## config.mk

```make
export PLATFORM = sky130hd
export DESIGN_NAME = worley_point_animator
export DESIGN_NICKNAME = d
export VERILOG_FILES = /design/src/rtl/worley_point_animator.sv
export SDC_FILE = /design/constraint.sdc
export NUM_CORES = 1
export LEC_CHECK = 0
export CAP_MARGIN = 20
export CORE_ASPECT_RATIO = 1.75
export CORE_MARGIN = 1
export CORE_UTILIZATION = 58
export CTS_CLUSTER_DIAMETER = 200
export DETAILED_ROUTE_END_ITERATION = 10
export PLACE_DENSITY_LB_ADDON = 0.15
export REMOVE_ABC_BUFFERS = 1
export SYNTH_ARGS = -nofsm -noshare
export SYNTH_HDL_FRONTEND = slang
export SYNTH_SLANG_ARGS = --single-unit
export TNS_END_PERCENT = 100
```

## constraint.sdc

```tcl
create_clock -name clk -period 5.31 [get_ports clk]
set_input_delay 1.3275 -clock clk [delete_from_list [all_inputs] [get_ports clk]]
set_output_delay 1.3275 -clock clk [all_outputs]
set_load 0.05 [all_outputs]
```

## src/rtl/worley_point_animator.sv

```systemverilog
// Feature-point animator for the Worley noise generator: moves 4 points with
// constant velocity and edge bounce during vblank, then commits them atomically.
module worley_point_animator #(
    parameter int unsigned X_MAX     = 639,
    parameter int unsigned Y_MAX     = 479,
    parameter int unsigned FRAME_DIV = 1
) (
    input  logic        clk,
    input  logic        reset,
    input  logic        enable,
    input  logic        frame_start,
    output logic [39:0] points_x,
    output logic [39:0] points_y,
    output logic        busy,
    output logic        update_done,
    output logic [19:0] frame_count
);

    localparam int unsigned NPTS  = 4;
    localparam int unsigned CW    = 10;
    localparam int unsigned DIV_W = (FRAME_DIV > 1) ? $clog2(FRAME_DIV) : 1;

    localparam logic [CW-1:0]     INIT_X  [NPTS] = '{10'd100, 10'd300, 10'd500, 10'd100};
    localparam logic [CW-1:0]     INIT_Y  [NPTS] = '{10'd100, 10'd200, 10'd400, 10'd460};
    localparam logic signed [2:0] INIT_VX [NPTS] = '{3'sd1, -3'sd1, 3'sd2, -3'sd1};
    localparam logic signed [2:0] INIT_VY [NPTS] = '{-3'sd1, 3'sd1, -3'sd1, -3'sd2};

    typedef enum logic [1:0] {
        IDLE,
        UPD,
        COMMIT
    } state_t;

    state_t              state_q;
    logic [1:0]          idx_q;
    logic [DIV_W-1:0]    div_q;
    logic [CW-1:0]       wx_q [NPTS];
    logic [CW-1:0]       wy_q [NPTS];
    logic signed [2:0]   vx_q [NPTS];
    logic signed [2:0]   vy_q [NPTS];
    logic [39:0]         points_x_q;
    logic [39:0]         points_y_q;
    logic                busy_q;
    logic                update_done_q;
    logic [19:0]         frame_count_q;

    logic [CW:0]         step_x_d;
    logic [CW:0]         step_y_d;

    // One axis step; returns {velocity_flip, new_position}.
    function automatic logic [CW:0] axis_step(input logic [CW-1:0] p,
                                              input logic signed [2:0] v,
                                              input int unsigned lim);
        logic signed [12:0] s;
        logic signed [12:0] m;
        logic signed [12:0] r;
        logic               flip;
        s    = $signed({3'b000, p}) + 13'(v);
        m    = $signed(13'(lim));
        flip = 1'b0;
        if (v > 3'sd0 && s > m) begin
            r    = (m <<< 1) - s;
            flip = 1'b1;
        end else if (v < 3'sd0 && s < 13'sd0) begin
            r    = -s;
            flip = 1'b1;
        end else begin
            r = s;
        end
        return {flip, r[CW-1:0]};
    endfunction

    always_comb begin
        step_x_d = axis_step(wx_q[idx_q], vx_q[idx_q], X_MAX);
        step_y_d = axis_step(wy_q[idx_q], vy_q[idx_q], Y_MAX);
    end

    always_ff @(posedge clk) begin
        if (reset) begin
            state_q       <= IDLE;
            idx_q         <= 2'd0;
            div_q         <= '0;
            busy_q        <= 1'b0;
            update_done_q <= 1'b0;
            frame_count_q <= 20'd0;
            for (int i = 0; i < NPTS; i++) begin
                wx_q[i]                <= INIT_X[i];
                wy_q[i]                <= INIT_Y[i];
                vx_q[i]                <= INIT_VX[i];
                vy_q[i]                <= INIT_VY[i];
                points_x_q[CW*i +: CW] <= INIT_X[i];
                points_y_q[CW*i +: CW] <= INIT_Y[i];
            end
        end else begin
            update_done_q <= 1'b0;
            case (state_q)
                IDLE: begin
                    // Only pulses seen while idle count toward the frame divider.
                    if (frame_start && enable) begin
                        if (div_q == DIV_W'(FRAME_DIV - 1)) begin
                            div_q   <= '0;
                            idx_q   <= 2'd0;
                            state_q <= UPD;
                            busy_q  <= 1'b1;
                        end else begin
                            div_q <= div_q + DIV_W'(1);
                        end
                    end
                end
                UPD: begin
                    wx_q[idx_q] <= step_x_d[CW-1:0];
                    wy_q[idx_q] <= step_y_d[CW-1:0];
                    if (step_x_d[CW]) vx_q[idx_q] <= -vx_q[idx_q];
                    if (step_y_d[CW]) vy_q[idx_q] <= -vy_q[idx_q];
                    if (idx_q == 2'd3) begin
                        state_q <= COMMIT;
                    end else begin
                        idx_q <= idx_q + 2'd1;
                    end
                end
                COMMIT: begin
                    for (int i = 0; i < NPTS; i++) begin
                        points_x_q[CW*i +: CW] <= wx_q[i];
                        points_y_q[CW*i +: CW] <= wy_q[i];
                    end
                    update_done_q <= 1'b1;
                    frame_count_q <= frame_count_q + 20'd1;
                    busy_q        <= 1'b0;
                    state_q       <= IDLE;
                end
                default: begin
                    state_q <= IDLE;
                    busy_q  <= 1'b0;
                end
            endcase
        end
    end

    assign points_x    = points_x_q;
    assign points_y    = points_y_q;
    assign busy        = busy_q;
    assign update_done = update_done_q;
    assign frame_count = frame_count_q;

endmodule
```

==> summary by stage <==
Outcome
The flow ran to the end, and the final reports show no timing, DRC or antenna violations.

Placement
The count of buffers added on input and output ports is 105. The detailed-placement wirelength estimate is 20,200 um. The routability congestion estimate is 0.953.

After detailed placement, the total cell area comes to 12,000 um2.

Logic synthesis
The count of state elements after synthesis is 212. The portion of synthesized area spent on multiplexers is 0.0637. Of the synthesized area, sequential elements account for 0.497. The cell area that synthesis handed to floorplanning was 10,600 um2. Of the total synthesized cell area, the portion taken by AND, OR, NAND and NOR gates is 0.211.

Yosys printed 0 warnings. After synthesis, the largest family of logic cells by area is simple AND/OR/NAND/NOR gates. Of the total synthesized cell area, the portion taken by full adders, half adders and majority gates is 0.0438. The synthesized design contains 104 enable-type register cells. The commonest register cell after synthesis is dfxtp_1. A synthesized cell averages 9.82 um2. Yosys attributes the largest share of cell area to edfxtp_1 (29%), dfxtp_1 (20%), nand2_1 (7.5%). The share of flip-flops with an asynchronous set or reset after synthesis is 0. After technology mapping, the gate count stands at 1,082. The compound-cell area share of the yosys netlist is 0.128. The area fraction of the dominant cell type after synthesis is 0.294. The netlist uses 63 different library cells.

The biggest area contributor in the post-synthesis netlist is edfxtp_1. Of the total synthesized cell area, the portion taken by XOR and XNOR cells is 0.0246.

Floorplan
The core region is 18,000 um2. The die outline width is 104 um. For this design the top-level I/O count stands at 106. The vertical extent of the die is 181 um. The number of core rows is 65. The die outline area is 18,900 um2. For this configuration, the core starts out at a cell density of 0.591.

Clock network
The number of hold buffers added after CTS was 0. The TritonCTS buffer count is 20. The setup fix buffers added after clock tree synthesis is 0. The total number of clock tree sinks is 212. TritonCTS built the clock tree.

The buffer type at the clock tree root is clkbuf_16. The post-CTS clock slew at the launch and capture registers of the worst setup and hold paths is 0.07 ns. The number of gates resized after CTS was 0. The source-to-sink clock delay at the later pin of the worst-skew pair is 0.50 ns. In this run the number of H-tree levels came out at 1. The clock passes through at most 3 buffers.

Flow run
The tool flagged a number of max-cap violations equal to 0.

Final layout
At the end of the flow, the number of nets in the layout was 1,218. Relative to the synthesized area, the layout overhead comes to 18.8%. The top cell types in the final layout, fill and taps aside, are nand2_1 (211), dfxtp_1 (107), clkdlybuf4s50_1 (104), edfxtp_1 (104), a21oi_1 (93). The number of diodes is 0. Leaving out fill and tap cells, the most frequent cell in the layout is nand2_1. The layout cell share with drive strength beyond 1 is 0.0948.

The area of all placed cells without fillers is 12,600 um2. Once layout is complete, the utilization of the core stands at 0.703.

Critical path
The endpoint type of the worst setup path is a flop. The total stage count of the critical path is 15. The largest individual stage delay along the critical path comes from the cell dfxtp_2. The critical path goes through mux2_2 > inv_1 > ha_1 > o21a_1 > a21o_1 > a31oi_4 > o21ai_0 > a21oi_1 > ha_1 > nand2_1 > nor3_1 > mux2_2 > or4_4 > nand3_2 > or3b_1. The worst reg-to-reg path cell count is 15. The number of buffers and inverters on the critical path is 1. Across all register-to-register paths, the minimum setup slack is 0.48 ns. The data arrival time at the worst-slack endpoint is 5.08 ns. The critical path class is reg2reg. The required time at the endpoint of the critical path is 5.56 ns. The cell family contributing the most delay on the critical path is simple AND/OR/NAND/NOR gates. The critical path ends at wy_q[0][6]. The maximum cell stage delay along the critical path is 0.70 ns. The critical register-to-register path endpoint is wy_q[0][6]. Along the worst path, the maximum fanout reaches 15. The worst setup path is launched from a flop.

Global route
The total overflow left after global routing is 0. Entering global routing, the biggest net connects 95 pins. Across every metal layer, demand over resource in global routing totals 0.296. The first global-routing pass estimated 43,900 um of wire. The via count of the first global-routing pass is 8,702. The number of antenna violations at the first check in global routing is 0.

Route
In this run the remaining antenna-violating nets after routing total 0. Dividing the detail-routed wire length by the instance count gives 19.5 um. The detailed-route vias per instance is 6.10. Before antenna repair, the detailed router went through 5 iterations. For this block, the routed nets add up to 27,800 um of wire. The count of unresolved DRC violations after routing is 0. The routed via count is 8,699. The number of DRC markers after the initial detailed-route iteration is 408.

STA
Derived from the worst setup path, the maximum achievable clock frequency is 207 MHz. The number of pins with negative max-slew slack in the final report is 0. For the final database, setup skew stands at 0.00806 ns. Setup repair after global routing left no endpoint under its margin. Setup violations remaining at the end of the flow were counted as 0. In the final timing run, aggregate negative setup slack is 0 ns. The final number of hold-violating endpoints is 0. The slew of the pin with the lowest slew margin is 1.08 ns. Of the available clock period, the critical path in the final layout requires 0.910. In this run the tightest slew margin relative to its limit is 0.274. After layout, the minimum clock period comes to 4.83 ns.

Power and ir drop
VDD sags by at most 0.344 mV. The analysis attributes to cell leakage a power of 4.52 nW. For this design the ratio of total power to cell area is 311 nW/um2.

Hold path
The tightest min-delay check is of the reg2reg type. The instance count along the most critical hold path is 2.
## area by class of cell
class / count / area [um2]
Sequential cell: 212 / 5290
Multi-Input combinational cell: 784 / 5020
Clock inverter: 8 / 71.3
Timing Repair Buffer: 134 / 1270
Tap cell: 234 / 293
Inverter: 26 / 97.6
Clock buffer: 28 / 593
Fill cell: 1419 / 5340
## logic make-up after synthesis
family,count (synthesis)
and+or+nand+nor,468
AOI/OAI and AO/OA,215
DFF,212
buffers and inverters,86
muxes,36
adders and majority gates,36
xor gates and xnor gates,29
## worst min-delay path, delay by kind of cell, from the launching register on
family	cells	cell delay, ns
DFF	1	0.31
and+or+nand+nor	1	0.05
AOI/OAI and AO/OA	1	0.05
## synthesized netlist by cell type (9+ instances only)
cell type	count
nand2_1	211
dfxtp_1	108
edfxtp_1	104
a21oi_1	93
nor2_1	61
clkbuf_1	49
nand3_1	41
o21ai_0	41
nor3_1	37
ha_1	34
nand3b_1	31
inv_1	26
mux4_2	25
xor2_1	18
a21o_1	15
nand4_1	15
nand2b_1	10
xnor2_1	10
or3_1	9
## report_power, final
part / internal, mW / leakage (nW) / total (mW) / switching, mW
Combinational: 0.242 / 2.40 / 0.718 / 0.476
Sequential: 1.75 / 1.79 / 1.77 / 0.0217
Clock: 0.834 / 0.333 / 1.44 / 0.609
Total: 2.82 / 4.52 / 3.93 / 1.11
## worst min path at each step
stage / start / to
final: points_x[30] / points_x[30]
after global routing: points_x[29] / points_x[29]
after CTS: points_x[30] / points_x[30]
after detailed placement: points_x[30] / points_x[30]
after global placement: points_y[29] / points_y[29]
after floorplan: state_q[1] / busy
## per-layer routing
layer  routed length, um  share of wire  track usage
met1                9870           0.35        0.309
met2               15000           0.54        0.555
met3                1270          0.046       0.0364
met4                1700          0.061        0.185
met5                   0              0            0
## sequential cells by signal, indices dropped and copies added, names as in the netlist, 12 cells and up, named ones only
name	cells
points_y	40
wy_q	40
vy_q	12
frame_count	20
vx_q	12
points_x	40
wx_q	40
## metrics by stage
| step | setup slack (ns) | hold slack (ns) | std cells | power, mW |
|---|---|---|---|---|
| final | 0.479 | 0.453 | 1426 | 3.93 |
| after global routing | 0.140 | 0.473 | 1426 | 4.07 |
| after CTS | 0.477 | 0.455 | 1426 | 3.94 |
| after detailed placement | 0.496 | 0.446 | 1390 | 2.51 |
| after global placement | 0.544 | 0.442 | 1390 | 2.50 |
| after floorplan | 0.134 | 0.452 | 1022 | 2.30 |
(Power assumes the default switching activity.)
==> edit (same settings) <==
`Y_MAX`: 479 -> 239.
--- a/src/rtl/worley_point_animator.sv
+++ b/src/rtl/worley_point_animator.sv
@@ -2,7 +2,7 @@
 // constant velocity and edge bounce during vblank, then commits them atomically.
 module worley_point_animator #(
     parameter int unsigned X_MAX     = 639,
-    parameter int unsigned Y_MAX     = 479,
+    parameter int unsigned Y_MAX     = 239,
     parameter int unsigned FRAME_DIV = 1
 ) (
     input  logic        clk,
Behaviour: no difference found for any inputs over 10 cycles, from zero or initial values and one cycle with reset high; that may be too few to reach the edited logic, so the function may still have changed.
==> edit against the original RTL <==
Fmax up 0.43%. Sequential power about the same. Die area rose by 3.5%. Largest power group unchanged. Sequential cell count is the same. Clock power is 6% lower. Critical endpoint is now wy_q[1][5]. Worst setup slack better by 20 ps. Via count is 3.2% higher. Routed wire length is 4.8% higher. Core utilization shrank 0.85 points. Synthesized area increased by 3.6%. Cell area increased by 2.1%. Power increased by 0.93%.
==> edit: results (changes against the original RTL) <==
route:
  drc_errors: 0  # unchanged
  wirelength_mm: 29.2  # was 27.8 mm
  vias_per_cell: 6.07  # was 6.10
  drt_iter0_markers: 656  # was 408
logic_synthesis:
  synth-seq-area-share_pct: 48.0  # was 49.7%
  synth_area_leaders: "edfxtp_1 (28%), dfxtp_1 (20%), nand2_1 (7.1%)"  # was edfxtp_1 (29%), dfxtp_1 (20%), nand2_1 (7.5%)
  synth_common_cells: "nand2_1 (207), dfxtp_1 (108), edfxtp_1 (104)"  # was nand2_1 (211), dfxtp_1 (108), edfxtp_1 (104)
critical_path:
  crit_arrival_ps: 5030  # was 5080 ps
  crit_fanout: 12  # was 15
  start_kind: "flip-flop"  # unchanged
  crit_path_max_incr_delay_ps: 550  # was 700 ps
  path_delay_family: "compound AO/OA/AOI/OAI gates"  # was simple AND/OR/NAND/NOR gates
  crit_path_top_delay_cell: "mux4_2"  # was dfxtp_2
power_and_ir_drop:
  ir_drop_v: 0.000264  # was 0.000344 V
  power.leakage_uw: 0.00448  # was 0.00452 µW
sta:
  worst_pin_slew_ps: 1200  # was 1080 ps
global_route:
  grt_pass1_wl_mm: 46.2  # was 43.9 mm
  grt_max_degree: 83  # was 95
  grt_pass1_vias: 8981  # was 8,702
  track_usage_pct: 30.5  # was 29.6%
run_status:
  status: "finished, final reports clean"  # unchanged
placement:
  gp_congestion: 0.988  # was 0.953
  dpl_cell_area_um2: 12300  # was 12,000 µm²
  dpl.hpwl_mm: 20.9  # was 20.2 mm
final_layout:
  n_fill_cell: 1525  # was 1,419
  drive_above_1_share_pct: 9.60  # was 9.48%
  nets: 1266  # was 1,218
min_path:
  hold_path_class: "reg2reg"  # unchanged
[edit: path summary, 6_finish.rpt]
| check | end | slack [ps] | cells after the start |
|---|---|---|---|
| worst max-delay path | wy_q[1][5] | 500 | 15 |
| worst min-delay path | points_y[15] | 450 | 2 |
| worst max register to register | wy_q[1][5] | 500 | 15 |
| worst min register to register | points_y[15] | 450 | 2 |
[edit: final cells by class]
type,instances,share of cell area (%)
repair buffers,133,9.76
flip-flops and latches,212,41.0
clock inverters,7,0.252
clock buffers,29,4.47
inverters,30,0.873
multi-input cells,829,41.4
well taps,238,2.31
[edit: worst min-delay path, cell delays in order, from the launching register on]
cell and delay [ps]:
dfxtp_1 300, nand2_1 50, a21oi_1 50
[edit: stage by stage]
stage | std cells | power [µW] | hold slack [ps] | setup WS, ps
after floorplan | 1071 | 2400 | 452 | 7.81
after global placement | 1441 | 2630 | 443 | 575
after detailed placement | 1441 | 2630 | 447 | 553
after CTS | 1477 | 3970 | 455 | 531
after global routing | 1478 | 4120 | 471 | 148
final | 1478 | 3970 | 453 | 500
[edit: report_power, final]
group / internal (µW) / switching [µW]
registers: 1750 / 19.9
clock network: 755 / 591
logic: 300 / 552
total: 2800 / 1160
[edit: routing by layer]
| metal | GRT usage (%) | wire [µm] | share of wire [%] |
|---|---|---|---|
| met4 | 13.1 | 1160 | 4.0 |
| met5 | 0 | 0 | 0 |
| met1 | 32.7 | 10500 | 36 |
| met3 | 3.36 | 1340 | 4.6 |
| met2 | 59.2 | 16100 | 55 |
[edit: logic make-up after synthesis]
kind of cell / Yosys count / synth area share, %
XOR/XNOR: 32 / 2.55
flip-flops: 212 / 48.0
AND/OR/NAND/NOR: 500 / 22.2
adder cells (fa/ha/maj): 36 / 4.23
multiplexers: 28 / 5.52
AO/OA/AOI/OAI: 233 / 13.9
buffers and inverters: 100 / 3.67
